File: config.mk
export PLATFORM = sky130hd
export DESIGN_NAME = ajcrisc_fetch_addr_unit
export DESIGN_NICKNAME = d
export VERILOG_FILES = /design/src/rtl/ajcrisc_pkg.sv /design/src/rtl/ajcrisc_pc_counter.sv /design/src/rtl/ajcrisc_fetch_addr_unit.sv
export SDC_FILE = /design/constraint.sdc
export NUM_CORES = 1
export LEC_CHECK = 0
export BUFFER_PORTS_ARGS = -buffer_cell sky130_fd_sc_hd__buf_2
export CAP_MARGIN = 5
export CORE_ASPECT_RATIO = 0.75
export CORE_UTILIZATION = 48
export CTS_CLUSTER_DIAMETER = 50
export DETAILED_ROUTE_END_ITERATION = 6
export PLACE_DENSITY = 0.76
export REMOVE_ABC_BUFFERS = 1
export SETUP_SLACK_MARGIN = 0.2
export SYNTH_ARGS = -nofsm -noshare
export SYNTH_HDL_FRONTEND = slang
export SYNTH_HIERARCHICAL = 1
export SYNTH_SLANG_ARGS = --single-unit
File: constraint.sdc
create_clock -name Clock -period 1.75 [get_ports Clock]
set_input_delay 0.35 -clock Clock [delete_from_list [all_inputs] [get_ports Clock]]
set_output_delay 0.35 -clock Clock [all_outputs]
set_load 0.01 [all_outputs]
File: src/rtl/ajcrisc_pkg.sv
// ajcRISC shared definitions: datapath width, opcodes, machine-cycle,
// write-back select and source select encodings used across the control
// unit and its front-end blocks.
package ajcrisc_pkg;

  // Single shared width for data, instructions and addresses.
  localparam int DATA_W = 8;

  // Upper nibble of the instruction word.
  typedef enum logic [3:0] {
    OP_ADD = 4'h0,
    OP_SUB = 4'h1,
    OP_AND = 4'h2,
    OP_OR  = 4'h3,
    OP_XOR = 4'h4,
    OP_NOT = 4'h5,
    OP_SHL = 4'h6,
    OP_SHR = 4'h7,
    OP_LDI = 4'h8,
    OP_LD  = 4'h9,
    OP_ST  = 4'hA,
    OP_JMP = 4'hB,
    OP_JZ  = 4'hC,
    OP_JC  = 4'hD,
    OP_IN  = 4'hE,
    OP_OUT = 4'hF
  } opcode_e;

  // Machine cycles: MC0 fetch, MC1 decode, MC2 operand/base+index capture,
  // MC3 effective address compute, MC4 data access / jump.
  typedef enum logic [2:0] {
    MC0 = 3'd0,
    MC1 = 3'd1,
    MC2 = 3'd2,
    MC3 = 3'd3,
    MC4 = 3'd4
  } mc_e;

  // Register-file write-back source.
  typedef enum logic [1:0] {
    WB_ALU = 2'd0,
    WB_MEM = 2'd1,
    WB_IN  = 2'd2,
    WB_IMM = 2'd3
  } wb_sel_e;

  // ALU second operand source.
  typedef enum logic [0:0] {
    SRC_REG = 1'b0,
    SRC_IMM = 1'b1
  } src_sel_e;

endpackage

File: src/rtl/ajcrisc_pc_counter.sv
// Program counter register with clear > load > increment priority.
// Ports: clk, rst_n (async active-low), rst_pc/ld_pc/cnt_pc strobes,
//        load_val (jump target), pc (current program counter).
module ajcrisc_pc_counter #(
  parameter int DATA_W = ajcrisc_pkg::DATA_W
) (
  input  logic              clk,
  input  logic              rst_n,
  input  logic              rst_pc,
  input  logic              ld_pc,
  input  logic              cnt_pc,
  input  logic [DATA_W-1:0] load_val,
  output logic [DATA_W-1:0] pc
);

  localparam logic [DATA_W-1:0] ONE = DATA_W'(1);

  logic [DATA_W-1:0] pc_q;

  always_ff @(posedge clk or negedge rst_n) begin
    if (!rst_n) begin
      pc_q <= '0;
    end else if (rst_pc) begin
      pc_q <= '0;
    end else if (ld_pc) begin
      pc_q <= load_val;
    end else if (cnt_pc) begin
      // Natural wrap: all-ones rolls over to zero.
      pc_q <= pc_q + ONE;
    end
  end

  assign pc = pc_q;

endmodule

File: src/rtl/ajcrisc_fetch_addr_unit.sv
// ajcRISC fetch/address front end: PC, IR, MABR, MAXR, MAR and the
// single memory address bus mux (MAR during the data phase, else PC).
// Ports: Clock, Reset_n (async active-low); control strobes RST_PC, LD_PC,
//        CNT_PC, LD_IR, LD_MABR, LD_MAXR, LD_MAR; MEM_RDATA, SRC1_DATA in;
//        MEM_ADDR, IW, PC_OUT, DATA_PHASE out. All outputs come from registers.
module ajcrisc_fetch_addr_unit #(
  parameter int DATA_W = ajcrisc_pkg::DATA_W
) (
  input  logic              Clock,
  input  logic              Reset_n,
  input  logic              RST_PC,
  input  logic              LD_PC,
  input  logic              CNT_PC,
  input  logic              LD_IR,
  input  logic              LD_MABR,
  input  logic              LD_MAXR,
  input  logic              LD_MAR,
  input  logic [DATA_W-1:0] MEM_RDATA,
  input  logic [DATA_W-1:0] SRC1_DATA,
  output logic [DATA_W-1:0] MEM_ADDR,
  output logic [DATA_W-1:0] IW,
  output logic [DATA_W-1:0] PC_OUT,
  output logic              DATA_PHASE
);

  logic [DATA_W-1:0] pc;
  logic [DATA_W-1:0] ir;
  logic [DATA_W-1:0] mabr;
  logic [DATA_W-1:0] maxr;
  logic [DATA_W-1:0] mar;
  logic              data_phase;

  ajcrisc_pc_counter #(
    .DATA_W (DATA_W)
  ) u_pc (
    .clk      (Clock),
    .rst_n    (Reset_n),
    .rst_pc   (RST_PC),
    .ld_pc    (LD_PC),
    .cnt_pc   (CNT_PC),
    .load_val (mar),
    .pc       (pc)
  );

  always_ff @(posedge Clock or negedge Reset_n) begin
    if (!Reset_n) begin
      ir         <= '0;
      mabr       <= '0;
      maxr       <= '0;
      mar        <= '0;
      data_phase <= 1'b0;
    end else begin
      if (LD_IR) begin
        ir <= MEM_RDATA;
      end
      if (LD_MABR) begin
        mabr <= MEM_RDATA;
      end
      if (LD_MAXR) begin
        maxr <= SRC1_DATA;
      end
      // Sum uses the pre-edge MABR/MAXR; carry out is dropped.
      if (LD_MAR) begin
        mar <= mabr + maxr;
      end
      // One cycle per LD_MAR pulse; consecutive pulses keep it high.
      data_phase <= LD_MAR;
    end
  end

  // Mux of registered values only, so the bus cannot glitch from inputs.
  assign MEM_ADDR   = data_phase ? mar : pc;
  assign IW         = ir;
  assign PC_OUT     = pc;
  assign DATA_PHASE = data_phase;

endmodule

==> metrics.csv, run 1 <==
stage,metric,value,unit
worst_setup_path,Worst Setup Start Kind,flip-flop,
outcome,failing checks,"negative hold slack, negative setup slack",
sta,Final Max Tran Viols,0,
worst_setup_path,"reg-to-reg slack, setup",-0.02,ns
clock_network,CTS Hold Buffers Added,0,
clock_network,root buf cell,clkbuf_8,
synthesis,Synth Register Bits,41,
floorplan,initial core utilization,50.8,%
worst_setup_path,critical path's top delay family,compound AO/OA/AOI/OAI gates,
worst_setup_path,Critical Path Max Stage Delay,0.41,ns
synthesis,sequential-to-total area share from yosys stat,48.9,%
clock_network,Clock Path Buffers,2,
run,Max Cap Viol,0,
pwr,P per Cell Area,966,nW/um^2
route,Antenna Nets Post-Route,0,
synthesis,Post-synth EDFFs,0,
place,Place WS,-0.128,ns
global_routing,first-pass GRT wire length,7250,um
route,DRT met1 WL,2090,um
sta,final setup fails,1,
sta,worst slew pin tran,0.471,ns
global_routing,total grt overflow,0,
global_routing,initial antenna violation count,0,
floorplan,row cnt,20,
route,metal3 WL,176,um
sta,hold_ws,-0.00189,ns
clock_network,H-tree depth,2,
sta,Period minus WS final,1.77,ns
final_layout,area growth from synthesis to layout,23.4,%
outcome,outcome,"finished, violations left",
sta,Worst Skew,0.00342,ns
sta,RSZ-0062 raised after global routing,true,
worst_setup_path,"Slowest-stage cell, CP",dfrtp_1,
route,Pre-antenna DRT Iters,4,
route,Initial DRC Count,81,
floorplan,core footprint,4130,um^2
final_layout,layout cell share with drive strength beyond 1,45.3,%
pwr,Max VDD drop,0.574,mV
route,Top Layer Used,met4,
worst_setup_path,crit-path cells,ha_4 -> inv_2 -> fa_2 -> and2b_1 -> o31ai_2 -> a2111o_1 -> o211ai_2,
global_routing,vias in the first global route,1531,
synthesis,"count leader, synth",dfrtp_1,
place,buffers added on ports,49,
clock_network,"CTS clk-pin slew, worst paths",0.08,ns
synthesis,Post-synth top cells,"41 x dfrtp_1, 33 x mux2_2, 13 x nand2_1",
sta,period utilization,101,%
clock_network,Skew-Pair Late Insertion Delay,0.29,ns
final_layout,# diodes,0,
sta,Max Fclk,564,MHz
synthesis,leading area contributor after synthesis,dfrtp_1,
synthesis,synthesized cell area,2100,um^2
route,DR vias,1575,
route,vias per cell,5.41,
worst_setup_path,worst path required time,1.97,ns
floorplan,DIE WIDTH,78.4,um
pwr,Lkg Pwr,0.00117,uW
worst_setup_path,kind of critical path,flip-flop to flip-flop,
place,DP Wirelength,3260,um
synthesis,Synth async-reset ratio,100,%
synthesis,Mean Syn Cell Area,11.6,um^2
floorplan,IO Count,50,
sta,Setup WS post-layout,-0.0219,ns
synthesis,largest cells by area after synthesis,"dfrtp_1 49%, mux2_2 18%, ha_1 4.8%, nand2_1 2.3%, a211oi_1 2.1%",
synthesis,"Distinct cells, synth",38,
synthesis,Mapped Cells,181,
clock_network,Sink Count,41,
worst_setup_path,"Arr. time, crit path",1.99,ns
worst_setup_path,crit end category,flip-flop,
worst_setup_path,worst-path fanout max,2,
worst_setup_path,Buf/Inv on CP,1,
sta,Final Hold Fails,4,
final_layout,nets,269,
route,per-cell routed wire length,14.9,um
global_routing,pin count of the biggest net entering global routing,23,
sta,Rel. slew slack,68.6,%
route,Routed WL,4320,um
clock_network,CTS tree,done,
synthesis,dominant synthesized flop cell,dfrtp_1,
floorplan,Die H,59.3,um
place,routability cong.,0.907,
synthesis,yosys warns,6,
global_routing,GR Util All Layers,20.9,%
synthesis,post-synth top area share,48.9,%
route,met2 routed WL,2040,um
floorplan,DIE AREA,4650,um^2
hold_path,worst min-delay path class,input port to asynchronous set/reset pin,
route,Post-route DRC,0,
clock_network,total CTS buffers,5,
## cell usage in the layout (no fill, tap or decap), types with 2 or more instances in the layout
cell type / instances
o211ai_1: 2
clkbuf_8: 5
o21a_1: 2
nand3_1: 2
nand2_1: 12
buf_4: 4
clkbuf_1: 2
xor2_1: 5
nand4_1: 3
a21oi_1: 3
ha_1: 6
a311oi_1: 4
mux2_2: 33
nor3_1: 3
or3_1: 3
dfrtp_1: 41
o21ai_0: 7
inv_1: 9
nor4_1: 3
ha_4: 2
buf_2: 49
nor2_1: 7
a211oi_1: 6
o2bb2ai_1: 2
## per-layer routing
layer	global-route usage, %	vias to the layer above
met3	6.15	2
met5	0	-
met4	3.97	0
li1	-	764
met2	34.0	29
met1	28.5	780
## report_power, final
group | internal, uW | total, uW | switching [uW]
clock | 282 | 597 | 315
sequential | 1080 | 1200 | 119
combinational | 356 | 705 | 350
total | 1720 | 2500 | 784
## cell families (layout without fill, tap and decap cells)
family | after synthesis | after routing | share of synthesized area (%)
buffers and inverters | 18 | 73 | 3.28
and+or+nand+nor | 38 | 38 | 9.06
adders and majority gates | 9 | 9 | 5.72
xor gates and xnor gates | 6 | 6 | 2.50
muxes | 33 | 33 | 17.7
AOI/OAI and AO/OA | 36 | 36 | 12.9
DFF | 41 | 41 | 48.9
## through the flow
stage / power, uW / setup TNS, ns / instance area [um^2] / std cells / util [%]
final: 2500 / -0.0219 / 2590 / 291 / 62.8
after global routing: 2650 / -0.552 / 2590 / 291 / 62.8
after CTS: 2510 / -0.0324 / 2570 / 291 / 62.3
after detailed placement: 1870 / -0.128 / 2430 / 282 / 58.9
after global placement: 1850 / -0.0350 / 2430 / 282 / 58.9
after floorplan: 1600 / -0.0459 / 2070 / 173 / -
## state kept, by name, summed over array words and instances, names as in the netlist
signal and count:
u_pc/pc 8, DATA_PHASE 1, IW 8, mabr 8
maxr 8, mar 8
## area by class of cell
| cell class | instances | area, um^2 |
|---|---|---|
| multi-input cells | 122 | 1070 |
| clock inverters | 1 | 7.51 |
| fillers | 344 | 1540 |
| well taps | 55 | 68.8 |
| repair buffers | 55 | 307 |
| clock buffers | 7 | 76.3 |
| flip-flops and latches | 41 | 1030 |
| inverters | 10 | 37.5 |
## worst paths after layout
check	start	endpoint	cells past startpoint
max in group asynchronous	Reset_n	mar[0]$_DFFE_PN0P_	2
hold reg to reg	IW[2]$_DFFE_PN0P_	IW[2]$_DFFE_PN0P_	1
setup / recovery	mabr[0]$_DFFE_PN0P_	mar[6]$_DFFE_PN0P_	7
hold / removal	Reset_n	IW[7]$_DFFE_PN0P_	1
min in group Clock	SRC1_DATA[1]	maxr[1]$_DFFE_PN0P_	3
setup reg to reg	mabr[0]$_DFFE_PN0P_	mar[6]$_DFFE_PN0P_	7
## what timing repair did
| item | CTS | global route |
|---|---|---|
| pin swaps | 3 | 3 |
| gates resized for setup | 9 | 4 |
| endpoints found under the setup margin | 12 | 14 |
| setup buffers | 1 | 0 |
(Power assumes the default switching activity.)
==> inputs of run 2 (changes only) <==
- CTS_BUF_LIST: default -> sky130_fd_sc_hd__clkbuf_16
- GPL_ROUTABILITY_DRIVEN: default -> 0
==> run 2 against run 1 <==
Against the previous run: the run ends with negative setup slack left; global-route usage up 0.14 points; highest routed layer unchanged; register-to-register slack about the same; first-iteration DRC count up 14%.
==> metrics.csv, run 2 (same netlist as run 1, synthesis figures left out) <==
stage,metric,value,unit,change
floorplan,IO Count,50,,unchanged
sta,Period minus WS final,1.76,ns,-0.00727 ns
worst_setup_path,crit end category,flip-flop,,
global_routing,first-pass GRT wire length,7270,um,+0.19%
final_layout,# diodes,0,,unchanged
pwr,Switching Share,29.5,%,-1.9 points
place,DP Wirelength,3260,um,unchanged
clock_network,Skew-Pair Late Insertion Delay,0.29,ns,about the same
pwr,P per Cell Area,1050,nW/um^2,+9.1%
clock_network,Clock Path Buffers,2,,unchanged
worst_setup_path,kind of critical path,flip-flop to flip-flop,,
worst_setup_path,"Arr. time, crit path",1.98,ns,about the same
route,Post-route DRC,0,,unchanged
clock_network,CTS tree,done,,
sta,Max Fclk,567,MHz,+0.41%
pwr,cell internal pwr,1940,uW,+13%
floorplan,DIE AREA,4650,um^2,unchanged
floorplan,DIE WIDTH,78.4,um,unchanged
worst_setup_path,"Slowest-stage cell, CP",dfrtp_1,,
final_layout,nets,269,,unchanged
final_layout,final core occ,63.4,%,+0.64 points
clock_network,total CTS buffers,5,,unchanged
worst_setup_path,r2r startpoint,mabr[0]$_DFFE_PN0P_,,
clock_network,H-tree depth,2,,unchanged
hold_path,worst min-delay path class,input port to asynchronous set/reset pin,,
run,Max Cap Viol,0,,unchanged
final_layout,"commonest non-fill, non-tap cell in the layout",buf_2,,
worst_setup_path,reg2reg path depth,7,,unchanged
route,Antenna Nets Post-Route,0,,unchanged
pwr,sequential power share,43.4,%,-4.5 points
outcome,failing checks,negative setup slack,,
pwr,NetSw,812,uW,+3.6%
clock_network,"CTS clk-pin slew, worst paths",0.06,ns,-0.02 ns
worst_setup_path,crit-path cells,ha_4 -> inv_2 -> fa_2 -> and2b_1 -> o31ai_2 -> a2111o_1 -> o211ai_2,,
worst_setup_path,worst path required time,1.96,ns,about the same
sta,Setup WS post-layout,-0.0147,ns,+0.00727 ns
sta,Fin Setup TNS,-0.0147,ns,+0.00727 ns
floorplan,core footprint,4130,um^2,unchanged
floorplan,row cnt,20,,unchanged
worst_setup_path,worst-path fanout max,2,,unchanged
global_routing,pin count of the biggest net entering global routing,23,,unchanged
worst_setup_path,Critical Path Max Stage Delay,0.40,ns,about the same
sta,Rel. slew slack,68.1,%,-0.49 points
pwr,Max VDD drop,0.643,mV,+12%
sta,Worst Skew,0.00391,ns,+0.000492 ns
sta,Final Max Tran Viols,0,,unchanged
worst_setup_path,Worst Setup Start Kind,flip-flop,,
pwr,Comb power frac,24.9,%,-3.3 points
clock_network,root buf cell,clkbuf_16,,
pwr,clock share of power,31.7,%,+7.8 points
final_layout,most frequent cells in the layout,"49 x buf_2, 41 x dfrtp_1, 33 x mux2_2",,
route,Initial DRC Count,92,,+14%
pwr,Lkg Pwr,0.00121,uW,+2.8%
sta,RSZ-0062 raised after global routing,true,,
route,Routed WL,4370,um,+1.2%
pwr,overall power,2760,uW,+10%
worst_setup_path,r2r endpoint,mar[6]$_DFFE_PN0P_,,
floorplan,Die H,59.3,um,unchanged
final_layout,layout cell share with drive strength beyond 1,44.1,%,-1.3 points
route,per-cell routed wire length,15.0,um,+1.2%
worst_setup_path,"reg-to-reg slack, setup",-0.01,ns,about the same
sta,final setup fails,1,,unchanged
route,DR vias,1579,,+0.25%
floorplan,initial core utilization,50.8,%,unchanged
final_layout,area growth from synthesis to layout,24.7,%,
sta,period utilization,101,%,-0.42 points
clock_network,Sink Count,41,,unchanged
global_routing,vias in the first global route,1524,,-0.46%
global_routing,GR Util All Layers,21.1,%,+0.14 points
route,Pre-antenna DRT Iters,4,,unchanged
sta,worst slew pin tran,0.478,ns,+0.00730 ns
sta,Final Hold Fails,0,,-4
route,vias per cell,5.43,,+0.25%
place,buffers added on ports,49,,unchanged
global_routing,initial antenna violation count,0,,unchanged
outcome,outcome,"finished, violations left",,
global_routing,total grt overflow,0,,unchanged
clock_network,CTS Hold Buffers Added,0,,unchanged
final_layout,Fill cells,341,,-0.87%
## run 2: cell count changes in the layout (fill, tap and decap cells not counted), sizes merged
cell | before | now
inv | 10 | 12
clkbuf | 7 | 5
## run 2: cell type report
class | instances | area [um^2] | area share [%]
Sequential cell | 41 | 1030 | 39.2
Multi-Input combinational cell | 122 | 1040 | 39.7
Clock buffer | 5 | 125 | 4.78
Tap cell | 55 | 68.8 | 2.63
Clock inverter | 3 | 15.0 | 0.574
Timing Repair Buffer | 55 | 307 | 11.7
Inverter | 10 | 37.5 | 1.43
## run 2: critical path: cells and delay by family, from the launching register on
family                   cells  cell delay, ns
AO/OA/AOI/OAI                3            0.52
flip-flops                   1            0.40
buffers and inverters        1            0.03
adder cells (fa/ha/maj)      2            0.50
AND/OR/NAND/NOR              1            0.23
## run 2: metrics by stage
stage / instances / instance area (um^2) / hold WS [ns] / setup WS [ns]
2_1_floorplan: 173 / 2070 / 0.0544 / -0.0459
5_1_grt: 291 / 2620 / 0.0555 / -0.0852
4_1_cts: 291 / 2600 / 0.0364 / -0.0262
6_report: 291 / 2620 / 0.0163 / -0.0147
3_3_place_gp: 282 / 2430 / 0.328 / -0.0350
3_5_place_dp: 282 / 2430 / 0.331 / -0.128
## run 2: worst max-delay path by stage
stage / to / slack, ns / cells after the start / from
3_5_place_dp: mar[6]$_DFFE_PN0P_ / -0.13 / 7 / mabr[0]$_DFFE_PN0P_
3_3_place_gp: mar[6]$_DFFE_PN0P_ / -0.04 / 7 / mabr[0]$_DFFE_PN0P_
4_1_cts: mar[6]$_DFFE_PN0P_ / -0.03 / 7 / mabr[0]$_DFFE_PN0P_
2_1_floorplan: mar[6]$_DFFE_PN0P_ / -0.05 / 7 / mabr[0]$_DFFE_PN0P_
5_1_grt: mar[6]$_DFFE_PN0P_ / -0.09 / 7 / mabr[0]$_DFFE_PN0P_
6_report: mar[6]$_DFFE_PN0P_ / -0.01 / 7 / mabr[0]$_DFFE_PN0P_
## run 2: power groups by stage
stage / Combinational [uW] / Sequential (uW) / Clock, uW
detailed placement: 655 / 1210 / 0
CTS: 682 / 1200 / 885
global route: 762 / 1220 / 923
global placement: 637 / 1210 / 0
finish: 685 / 1200 / 874
floorplan: 398 / 1200 / 0
## run 2: metal layers
| layer | GRT usage (%) | up-vias | routed length [um] |
|---|---|---|---|
| li1 | - | 765 | - |
| met2 | 34.1 | 23 | 2030 |
| met3 | 4.77 | 6 | 154 |
| met5 | 0 | - | 0 |
| met4 | 7.14 | 0 | 54 |
| met1 | 28.5 | 785 | 2130 |
## run 2: what timing repair did
| item | in CTS | in global routing |
|---|---|---|
| endpoints found under the setup margin | 12 | 14 |
| pin swaps | 3 | 1 |
| setup buffers | 1 | 0 |
| resized for setup | 6 | 3 |
==> inputs of run 3 (changes only) <==
- BUFFER_PORTS_ARGS: -buffer_cell sky130_fd_sc_hd__buf_2 -> default
- CORE_UTILIZATION: 48 -> 56
- DONT_BUFFER_PORTS: default -> 1
- PLACE_DENSITY: 0.76 -> 0.74
==> run 3 against run 2 <==
Against the previous run: the flow still finishes with violations (negative setup slack); fmax increased by 0.34%; sequential power is essentially flat; sequential cell count did not move; wire length grew 0.71%; critical path depth did not move; clock power shrank 1%; critical endpoint unchanged.
==> metrics.csv, run 3 (same netlist as run 1, synthesis figures left out) <==
stage,metric,value,unit,change
outcome,outcome,"finished, violations left",,
outcome,failing checks,negative setup slack,,
global_routing,first-pass GRT wire length,6670,um,-8.2%
final_layout,# diodes,0,,unchanged
worst_setup_path,worst-path fanout max,2,,unchanged
place,DP Wirelength,3120,um,-4.4%
final_layout,most frequent cells in the layout,"40 x dfrtp_1, 25 x mux2_2, 12 x nand2_1",,
pwr,P per Cell Area,1090,nW/um^2,+3.5%
global_routing,total grt overflow,0,,unchanged
floorplan,DIE AREA,4000,um^2,-14%
pwr,Switching Share,29.1,%,-0.36 points
global_routing,GR Util All Layers,23.3,%,+2.2 points
worst_setup_path,"Arr. time, crit path",1.97,ns,about the same
floorplan,IO Count,50,,unchanged
final_layout,Post-Layout Cell Count,241,,-17%
clock_network,Skew-Pair Late Insertion Delay,0.28,ns,about the same
route,DR vias,1473,,-6.7%
sta,Setup WS post-layout,-0.00867,ns,+0.00598 ns
floorplan,initial core utilization,61.3,%,+10 points
sta,worst slew pin tran,0.404,ns,-0.0738 ns
final_layout,area growth from synthesis to layout,18.3,%,
final_layout,layout cell share with drive strength beyond 1,35.1,%,-9.0 points
final_layout,nets,225,,-16%
pwr,sequential power share,44.9,%,+1.5 points
clock_network,total CTS buffers,5,,unchanged
route,Initial DRC Count,77,,-16%
sta,RSZ-0062 raised after global routing,true,,
pwr,Lkg Pwr,0.00104,uW,-14%
pwr,NetSw,788,uW,-3.0%
route,vias per cell,6.11,,+13%
run,Max Cap Viol,0,,unchanged
global_routing,pin count of the biggest net entering global routing,42,,+83%
pwr,clock share of power,31.9,%,+0.2 points
worst_setup_path,Critical Path Max Stage Delay,0.39,ns,about the same
final_layout,Fill cells,235,,-31%
final_layout,Multi-input gate area,1110,um^2,+7.3%
place,dpl cells,229,,-19%
final_layout,"commonest non-fill, non-tap cell in the layout",dfrtp_1,,
worst_setup_path,crit-path cells,ha_4 -> inv_2 -> fa_2 -> and2b_1 -> o31ai_2 -> a2111o_1 -> o211ai_2,,
worst_setup_path,worst path required time,1.96,ns,about the same
sta,Rel. slew slack,73.0,%,+4.9 points
hold_path,worst min-delay path class,input port to flip-flop,,
clock_network,root buf cell,clkbuf_16,,
floorplan,row cnt,18,,-10%
clock_network,Sink Count,41,,unchanged
place,dpl cell area,2180,um^2,-11%
worst_setup_path,kind of critical path,flip-flop to flip-flop,,
sta,Period minus WS final,1.76,ns,-0.00598 ns
worst_setup_path,"Slowest-stage cell, CP",dfrtp_1,,
global_routing,initial antenna violation count,0,,unchanged
sta,Max Fclk,569,MHz,+0.34%
final_layout,FF+latch area,1030,um^2,+0.12%
route,Post-route DRC,0,,unchanged
clock_network,CTS tree,done,,
sta,Final Hold Fails,0,,unchanged
worst_setup_path,Worst Setup Start Kind,flip-flop,,
route,per-cell routed wire length,18.3,um,+22%
hold_path,Hold Crit Depth,0,,
sta,Worst Skew,0.00559,ns,+0.00167 ns
sta,period utilization,100,%,-0.34 points
global_routing,vias in the first global route,1431,,-6.1%
sta,hold_ws,0.0970,ns,+0.0808 ns
place,buffers added on ports,0,,-100%
pwr,Max VDD drop,0.698,mV,+8.5%
pwr,Comb power frac,23.2,%,-1.7 points
worst_setup_path,reg2reg path depth,7,,unchanged
sta,Final Max Tran Viols,0,,unchanged
sta,final setup fails,1,,unchanged
route,Pre-antenna DRT Iters,4,,unchanged
route,Routed WL,4410,um,+0.71%
floorplan,Die H,55.0,um,-7.2%
clock_network,"CTS clk-pin slew, worst paths",0.06,ns,about the same
clock_network,H-tree depth,2,,unchanged
final_layout,Final Instance Area,2480,um^2,-5.1%
route,Antenna Nets Post-Route,0,,unchanged
worst_setup_path,crit end category,flip-flop,,
clock_network,Clock Path Buffers,2,,unchanged
pwr,cell internal pwr,1920,uW,-1.3%
floorplan,DIE WIDTH,72.7,um,-7.2%
floorplan,core footprint,3420,um^2,-17%
[run 3: final timing paths]
kind | from | to | slack, ns
hold reg to reg | maxr[3]$_DFFE_PN0P_ | maxr[3]$_DFFE_PN0P_ | 0.51
setup reg to reg | maxr[0]$_DFFE_PN0P_ | mar[6]$_DFFE_PN0P_ | -0.009
max in group asynchronous | Reset_n | DATA_PHASE$_DFF_PN0_ | 0.99
min in group asynchronous | Reset_n | mar[0]$_DFFE_PN0P_ | 0.54
setup / recovery | maxr[0]$_DFFE_PN0P_ | mar[6]$_DFFE_PN0P_ | -0.009
hold / removal | LD_MAR | DATA_PHASE$_DFF_PN0_ | 0.1
[run 3: metrics by stage]
step	setup slack, ns	utilization (%)	setup TNS, ns	total power (uW)
CTS	0.00329	69.3	0	2640
floorplan	-0.0459	-	-0.0459	1600
global placement	-0.0303	63.6	-0.0303	1700
finish	-0.00867	72.6	-0.00867	2710
global route	-0.0565	72.6	-0.0565	2840
detailed placement	-0.0903	63.6	-0.0903	1730
[run 3: area by class of cell]
cell class / instances / area share (%)
multi-input combinational: 122 / 44.9
timing repair buffer: 11 / 4.23
tap: 50 / 2.52
inverter: 10 / 1.51
clock buffer: 5 / 5.04
clock inverter: 2 / 0.453
sequential: 41 / 41.4
[run 3: worst max-delay path: cells and delay by family, from the launching register on]
family	cells	cell delay, ns
DFF	1	0.39
and+or+nand+nor	1	0.23
AOI/OAI and AO/OA	3	0.52
adders and majority gates	2	0.51
buffers and inverters	1	0.04
[run 3: layer usage]
| layer | wire length, um | vias up | global-route usage, % |
|---|---|---|---|
| li1 | - | 682 | - |
| met2 | 2040 | 48 | 37.2 |
| met1 | 2040 | 737 | 31.1 |
| met3 | 287 | 6 | 5.80 |
| met5 | 0 | - | 0 |
| met4 | 38 | 0 | 8.82 |
[run 3: what timing repair did]
item	CTS	global route
gates resized for setup	9	19
setup endpoints to repair	12	15
pin swaps	1	10
hold buffers	2	0
endpoints found under the hold margin	41	0
setup buffers	1	2
[run 3: power groups by stage]
stage | sequential (uW) | combinational, uW | clock [uW]
4_1_cts | 1210 | 556 | 875
5_1_grt | 1230 | 690 | 915
3_3_place_gp | 1220 | 486 | 0
6_report | 1220 | 628 | 863
3_5_place_dp | 1220 | 511 | 0
2_1_floorplan | 1200 | 398 | 0
